### src/rtl/temp_poller_pkg.sv
// temp_poller_pkg: shared FSM state type and constants for the temperature poller.
package temp_poller_pkg;
  typedef enum logic [2:0] {IDLE, TRIG, WAIT, CONV, PUB} state_e;
  localparam logic [31:0] CTRL_START = 32'h1;
  localparam int TEMP_W   = 16;
  localparam int SAMPLE_W = 13;
  function automatic logic [TEMP_W-1:0] sext_sample(input logic [SAMPLE_W-1:0] s);
    return {{(TEMP_W-SAMPLE_W){s[SAMPLE_W-1]}}, s};
  endfunction
endpackage

### src/rtl/bcd_dd8.sv
// bcd_dd8: sequential 8-bit binary to 3-digit BCD double-dabble, one bit per cycle.
// A start while busy restarts the conversion; neg_i is carried through to align with the digits.
module bcd_dd8 (
  input  logic        clk,
  input  logic        reset_n,
  input  logic        start_i,
  input  logic        neg_i,
  input  logic [7:0]  bin_i,
  output logic [11:0] bcd_o,
  output logic        neg_o,
  output logic        done_o
);
  logic [19:0] sr_q, sr_d, adj;
  logic [11:0] bcd_q;
  logic [2:0]  cnt_q;
  logic        busy_q, neg_q, neg_out_q, done_q;
  always_comb begin
    adj = sr_q;
    for (int i = 0; i < 3; i++)
      adj[8+4*i +: 4] = (adj[8+4*i +: 4] >= 4'd5) ? adj[8+4*i +: 4] + 4'd3 : adj[8+4*i +: 4];
    sr_d = {adj[18:0], 1'b0};
  end
  always_ff @(posedge clk or negedge reset_n) begin
    if (!reset_n) begin
      sr_q      <= '0;
      bcd_q     <= '0;
      cnt_q     <= '0;
      busy_q    <= 1'b0;
      neg_q     <= 1'b0;
      neg_out_q <= 1'b0;
      done_q    <= 1'b0;
    end else begin
      done_q <= 1'b0;
      if (start_i) begin
        sr_q   <= {12'd0, bin_i};
        cnt_q  <= '0;
        busy_q <= 1'b1;
        neg_q  <= neg_i;
      end else if (busy_q) begin
        sr_q  <= sr_d;
        cnt_q <= cnt_q + 1'b1;
        if (cnt_q == 3'd7) begin
          busy_q    <= 1'b0;
          done_q    <= 1'b1;
          bcd_q     <= sr_d[19:8];
          neg_out_q <= neg_q;
        end
      end
    end
  end
  assign bcd_o  = bcd_q;
  assign neg_o  = neg_out_q;
  assign done_o = done_q;
endmodule

### src/rtl/temp_poller.sv
// temp_poller: periodic poller for the I2C temperature sensor with EMA filter, hysteretic
// over-temperature alarm and done timeout; define TEMP_POLLER_BCD_EN for a BCD readout of the average.
module temp_poller
  import temp_poller_pkg::*;
#(
  parameter int PERIOD_CYCLES  = 10_000_000,
  parameter int TIMEOUT_CYCLES = 100_000,
  parameter int AVG_SHIFT      = 2
) (
  input  logic        clk,
  input  logic        reset_n,
  input  logic        poll_en,
  input  logic [15:0] th_high,
  input  logic [15:0] hyst,
  output logic        temp_ctrl_we,
  output logic [31:0] temp_ctrl_wdata,
  input  logic [31:0] temp_data_rdata,
  input  logic        temp_done_rdata,
  output logic [15:0] temp_raw,
  output logic [15:0] temp_avg,
  output logic        sample_valid,
  output logic        alarm,
  output logic        timeout_err,
  output logic [15:0] sample_cnt
`ifdef TEMP_POLLER_BCD_EN
  ,
  output logic [15:0] temp_bcd,
  output logic        bcd_valid
`endif
);
  localparam int PW = $clog2(PERIOD_CYCLES + 1);
  localparam int TW = $clog2(TIMEOUT_CYCLES + 1);
  state_e                 state_q, state_d;
  logic [PW-1:0]          pcnt_q, pcnt_d;
  logic [TW-1:0]          tcnt_q, tcnt_d;
  logic [SAMPLE_W-1:0]    code_q;
  logic [TEMP_W-1:0]      sample_q, raw_q, avg_q, avg_d, cnt_q;
  logic                   valid_q, alarm_q, alarm_d, terr_q, timeout_hit;
  logic                   poll_en_q, avg_init_q, unused_ok;
  logic signed [TEMP_W:0] diff, step, avg_sum, lo_th;
  always_comb begin
    state_d         = state_q;
    tcnt_d          = tcnt_q;
    temp_ctrl_we    = 1'b0;
    temp_ctrl_wdata = '0;
    timeout_hit     = 1'b0;
    case (state_q)
      IDLE: state_d = (poll_en && pcnt_q == '0) ? TRIG : IDLE;
      TRIG: begin
        temp_ctrl_we    = 1'b1;
        temp_ctrl_wdata = CTRL_START;
        tcnt_d          = '0;
        state_d         = WAIT;
      end
      WAIT: begin
        if (temp_done_rdata) state_d = CONV;
        else if (tcnt_q == TW'(TIMEOUT_CYCLES - 1)) begin
          timeout_hit = 1'b1;
          state_d     = IDLE;
        end else tcnt_d = tcnt_q + 1'b1;
      end
      CONV: state_d = PUB;
      PUB:  state_d = IDLE;
      default: state_d = IDLE;
    endcase
  end
  assign pcnt_d = (!poll_en || pcnt_q == PW'(PERIOD_CYCLES - 1)) ? '0 : pcnt_q + 1'b1;
  // Kept as separate signed terms so the >>> stays arithmetic.
  assign diff    = $signed({sample_q[TEMP_W-1], sample_q}) - $signed({avg_q[TEMP_W-1], avg_q});
  assign step    = diff >>> AVG_SHIFT;
  assign avg_sum = $signed({avg_q[TEMP_W-1], avg_q}) + step;
  assign avg_d   = avg_init_q ? avg_sum[TEMP_W-1:0] : sample_q;
  assign lo_th   = $signed({th_high[TEMP_W-1], th_high}) - $signed({1'b0, hyst});
  assign alarm_d = ($signed(avg_d) >= $signed(th_high)) ? 1'b1 :
                   ($signed({avg_d[TEMP_W-1], avg_d}) < lo_th) ? 1'b0 : alarm_q;
  assign unused_ok = ^{temp_data_rdata[31:16], temp_data_rdata[2:0]};
  always_ff @(posedge clk or negedge reset_n) begin
    if (!reset_n) begin
      state_q    <= IDLE;
      pcnt_q     <= '0;
      tcnt_q     <= '0;
      code_q     <= '0;
      sample_q   <= '0;
      raw_q      <= '0;
      avg_q      <= '0;
      cnt_q      <= '0;
      valid_q    <= 1'b0;
      alarm_q    <= 1'b0;
      terr_q     <= 1'b0;
      poll_en_q  <= 1'b0;
      avg_init_q <= 1'b0;
    end else begin
      state_q   <= state_d;
      pcnt_q    <= pcnt_d;
      tcnt_q    <= tcnt_d;
      poll_en_q <= poll_en;
      valid_q   <= (state_q == PUB);
      if (state_q == WAIT && temp_done_rdata) code_q <= temp_data_rdata[15:3];
      if (state_q == CONV) sample_q <= sext_sample(code_q);
      if (timeout_hit) terr_q <= 1'b1;
      if (state_q == PUB) begin
        raw_q   <= sample_q;
        avg_q   <= avg_d;
        alarm_q <= alarm_d;
        cnt_q   <= cnt_q + 1'b1;
        terr_q  <= 1'b0;
      end
      // A fresh enable restarts the filter from the next sample.
      if (poll_en && !poll_en_q) avg_init_q <= 1'b0;
      else if (state_q == PUB) avg_init_q <= 1'b1;
    end
  end
  assign temp_raw     = raw_q;
  assign temp_avg     = avg_q;
  assign sample_valid = valid_q;
  assign alarm        = alarm_q;
  assign timeout_err  = terr_q;
  assign sample_cnt   = cnt_q;
`ifdef TEMP_POLLER_BCD_EN
  logic [TEMP_W-1:0] abs_avg;
  logic [11:0]       bcd_digits;
  logic              bcd_neg, unused_bcd;
  assign abs_avg    = avg_d[TEMP_W-1] ? -avg_d : avg_d;
  assign unused_bcd = ^{abs_avg[15:12], abs_avg[3:0]};
  bcd_dd8 u_bcd (
    .clk     (clk),
    .reset_n (reset_n),
    .start_i (state_q == PUB),
    .neg_i   (avg_d[TEMP_W-1]),
    .bin_i   (abs_avg[11:4]),
    .bcd_o   (bcd_digits),
    .neg_o   (bcd_neg),
    .done_o  (bcd_valid)
  );
  assign temp_bcd = {bcd_neg ? 4'hF : 4'h0, bcd_digits};
`endif
endmodule

### config.mk
export PLATFORM = sky130hd
export DESIGN_NAME = temp_poller
export DESIGN_NICKNAME = d
export VERILOG_FILES = /design/src/rtl/temp_poller_pkg.sv /design/src/rtl/bcd_dd8.sv /design/src/rtl/temp_poller.sv
export SDC_FILE = /design/constraint.sdc
export NUM_CORES = 1
export LEC_CHECK = 0
export ABC_AREA = 0
export BUFFER_PORTS_ARGS = -buffer_cell sky130_fd_sc_hd__buf_4
export CORE_MARGIN = 2
export CORE_UTILIZATION = 45
export DETAILED_ROUTE_END_ITERATION = 16
export PLACE_DENSITY = 0.67
export SYNTH_ARGS = -nofsm -noshare
export SYNTH_HDL_FRONTEND = slang
export SYNTH_SLANG_ARGS = --single-unit
### constraint.sdc
create_clock -name clk -period 12.7 [get_ports clk]
set_input_delay 1.27 -clock clk [delete_from_list [all_inputs] [get_ports clk]]
set_output_delay 1.27 -clock clk [all_outputs]
set_load 0.1 [all_outputs]
==> load_flow_metrics.sql <==
INSERT INTO impl_metrics (metric_group, metric, value, unit) VALUES
('run_status', 'status', 'completed', ''),
('logic_synthesis', 'synth.ff_latch_count', '120', ''),
('setup_path', 'critPathLaunchType', 'flip-flop', ''),
('cts', 'clk_transition_reported_paths', '60', 'ps'),
('setup_path', 'critical_path_class', 'flip-flop to flip-flop', ''),
('routing', 'wire_per_inst', '13.9', 'um'),
('sta', 'clock.fmax', '157', 'MHz'),
('cts', 'cts_setup_buffers', '0', ''),
('layout', 'n_fill_cell', '1663', ''),
('logic_synthesis', 'synth_top_family_by_area', 'simple AND/OR/NAND/NOR gates', ''),
('logic_synthesis', 'post_synth_mux_area_share', '7.02', '%'),
('sta', 'hold_ws', '466', 'ps'),
('cts', 'cts_tree', 'built', ''),
('sta', 'timing.final.crit_period', '6360', 'ps'),
('setup_path', 'timing.critical_path.slowest_cell_delay', '510', 'ps'),
('logic_synthesis', 'post_synth_instance_area', '8290', 'sq um'),
('sta', 'grt_setup_unrepaired', 'false', ''),
('global_route', 'initial_antenna_violation_count', '0', ''),
('cts', 'numCtsBuffers', '17', ''),
('sta', 'finalHoldViolations', '0', ''),
('logic_synthesis', 'number_of_enable_flip_flop_cells_after_synthesis', '0', ''),
('routing', 'route.detailed.drc', '0', ''),
('floorplanning', 'width_of_the_die', '140', 'um'),
('cts', 'cts_hold_repair.buffers', '0', ''),
('layout', 'post_route_cells_drive_above_1_share', '20.5', '%'),
('layout', 'syn_to_final_growth', '19.3', '%'),
('setup_path', 'cell_at_the_slowest_stage_of_the_critical_path', 'a2111oi_1', ''),
('global_route', 'grt_start_max_net_pins', '75', ''),
('routing', 'first_iter_violations', '236', ''),
('cts', 'postCtsResizedCells', '0', ''),
('sta', 'report.final.setup_viol', '0', ''),
('run', 'maxCapViolations', '0', ''),
('logic_synthesis', 'synth-adder-area-share', '12.4', '%'),
('place', 'buffer_ports.inserted', '101', ''),
('hold_path', 'hold_path.class', 'flip-flop to flip-flop', ''),
('place', 'post-dp-hpwl', '12500', 'um'),
('cts', 'cts_buffer_depth', '2', ''),
('global_route', 'grt_pass1_wl', '29300', 'um'),
('logic_synthesis', 'average_instance_area_after_synthesis', '9.35', 'sq um'),
('sta', 'period_utilisation_layout', '50.1', '%'),
('routing', 'vias', '6371', ''),
('place', 'place_congestion', '0.829', ''),
('layout', 'antenna_cells', '0', ''),
('routing', 'detail_route.wirelength', '17100', 'um'),
('cts', 'latest_clock_arrival_within_the_worst_skew_pair', '420', 'ps'),
('logic_synthesis', 'synthXorXnorAreaFrac', '8.77', '%'),
('global_route', 'gr-total-overflow', '0', ''),
('floorplanning', 'initial_utilization', '46.0', '%'),
('logic_synthesis', 'postSynthCellCount', '887', ''),
('logic_synthesis', 'yosys_warning_count', '0', ''),
('layout', 'layout_common_cells', 'dfrtp_1, buf_4, nor2_1, ha_1, inv_1', ''),
('floorplanning', 'boundaryPins', '152', ''),
('cts', 'numClockSinks', '120', ''),
('cts', 'h_tree_depth', '4', ''),
('layout', 'num-nets-final', '1140', ''),
('layout', 'multiInputGateArea', '4830', 'sq um'),
('sta', 'tightestPinTransition', '926', 'ps'),
('cts', 'clock_tree.root_cell', 'clkbuf_16', ''),
('global_route', 'number_of_global_route_vias_before_repair', '6163', ''),
('setup_path', 'worst_ep_required_time', '13010', 'ps'),
('logic_synthesis', 'postSynth.topFlopCell', 'dfrtp_1', ''),
('routing', 'detail_route.vias_per_cell', '5.16', ''),
('floorplanning', 'fp.coreArea', '18000', 'sq um'),
('logic_synthesis', 'yosys.area_share.simple', '17.0', '%'),
('setup_path', 'setup.worst_path.end_class', 'flip-flop', ''),
('logic_synthesis', 'synth_sequential_area_ratio', '36.2', '%'),
('sta', 'timing_max_transition_violations_final', '0', ''),
('floorplanning', 'die_height', '140', 'um'),
('layout', 'layout_commonest_cell', 'dfrtp_1', ''),
('floorplanning', 'design.die.area', '19500', 'sq um'),
('routing', 'route.antenna.remaining_nets', '0', ''),
('setup_path', 'worstPathMaxFanout', '5', ''),
('sta', 'final.setup.tns', '0', 'ps'),
('sta', 'finClkSkew', '6.82', 'ps'),
('setup_path', 'most_frequent_cell_on_the_critical_path', 'a21oi_1', ''),
('routing', 'drt_pass1_iterations', '5', ''),
('sta', 'slew_headroom', '38.3', '%'),
('floorplanning', 'row_count', '49', ''),
('logic_synthesis', 'post_synthesis_compound_gate_area_fraction', '11.5', '%'),
('setup_path', 'timing.critical_path.arrival', '6670', 'ps'),
('layout', 'final-seq-area', '3000', 'sq um'),
('logic_synthesis', 'async_reset_ff_share', '100', '%'),
('global_route', 'groute.usage.overall', '18.3', '%'),
('logic_synthesis', 'synth.distinct_cells', '69', '');
metrics by stage:
step           util (%)  area [sq um]  cells  setup WS (ps)
2_1_floorplan         -          8400    917           6450
3_3_place_gp       51.0          9190   1203           6450
3_5_place_dp       51.0          9190   1203           6370
4_1_cts            54.9          9890   1235           6340
5_1_grt            54.9          9890   1235           5840
6_report           54.9          9890   1235           6340
worst max-delay path, delay by kind of cell, from the launching register on:
family,cells,cell delay [ps]
DFF,1,390
and+or+nand+nor,4,650
adders and majority gates,3,870
muxes,1,200
AOI/OAI and AO/OA,16,3640
xor gates and xnor gates,2,320
buffers and inverters,2,190
final cells by class:
cell class	instances	area share, %
Multi-Input combinational cell	675	48.8
Clock inverter	11	2.19
Sequential cell	120	30.4
Tap cell	229	2.90
Timing Repair Buffer	107	8.12
Clock buffer	21	4.86
Inverter	72	2.73
metal layers:
metal / wire length [um] / share of wire (%) / up-vias / track usage [%]
met3: 812 / 4.7 / 23 / 3.65
met5: 0 / 0 / - / 0
met1: 8170 / 48 / 2957 / 25.2
met4: 256 / 1.5 / 0 / 6.05
met2: 7910 / 46 / 134 / 28.9
li1: - / - / 3257 / -
sequential cells by signal, summed over array words and instances (netlist names), 3 cells and up:
name and cells:
pcnt_q 24, sample_cnt 16, tcnt_q 17, code_q 13, temp_raw 13, state_q 3, temp_avg 16, sample_q 13
worst paths after layout:
check                                        endpoint                        from  depth (start not counted)  slack, ps
max in group asynchronous     temp_avg[7]$_DFFE_PN0P_                     reset_n                          2      10470
min                        sample_cnt[15]$_DFFE_PN0P_  sample_cnt[15]$_DFFE_PN0P_                          1        470
max reg2reg                         alarm$_DFFE_PN0P_     temp_avg[1]$_DFFE_PN0P_                         28       6340
max                                 alarm$_DFFE_PN0P_     temp_avg[1]$_DFFE_PN0P_                         28       6340
min reg2reg                sample_cnt[15]$_DFFE_PN0P_  sample_cnt[15]$_DFFE_PN0P_                          1        470
min in group asynchronous   sample_cnt[9]$_DFFE_PN0P_                     reset_n                          1        850
cell usage after synthesis (9+ instances only):
library cell    n  area (sq um)
nand2_1        52           195
xnor2_1        40           350
mux2_2         49           552
xor2_1         43           377
buf_4          35           263
a21o_1         10          75.1
and3_1         18           113
ha_1           77           963
a21oi_1        42           210
nand2b_1       10          62.6
nand3_1        32           160
nand4_1        16           100
o21ai_0        32           160
clkbuf_1       13          48.8
inv_1          72           270
nor2_1         87           327
nor3_1         19          95.1
dfrtp_1       120          3000
nor2b_1        10          62.6
or3_1           9          56.3
cell families after synthesis:
kind of cell | after synthesis
buffers and inverters | 122
XOR/XNOR | 83
adder cells (fa/ha/maj) | 81
AO/OA/AOI/OAI | 144
multiplexers | 52
AND/OR/NAND/NOR | 284
other | 1
flip-flops | 120
Power is not shown: default switching activity piles up to over one toggle a cycle in this logic, so the estimate is an artifact.
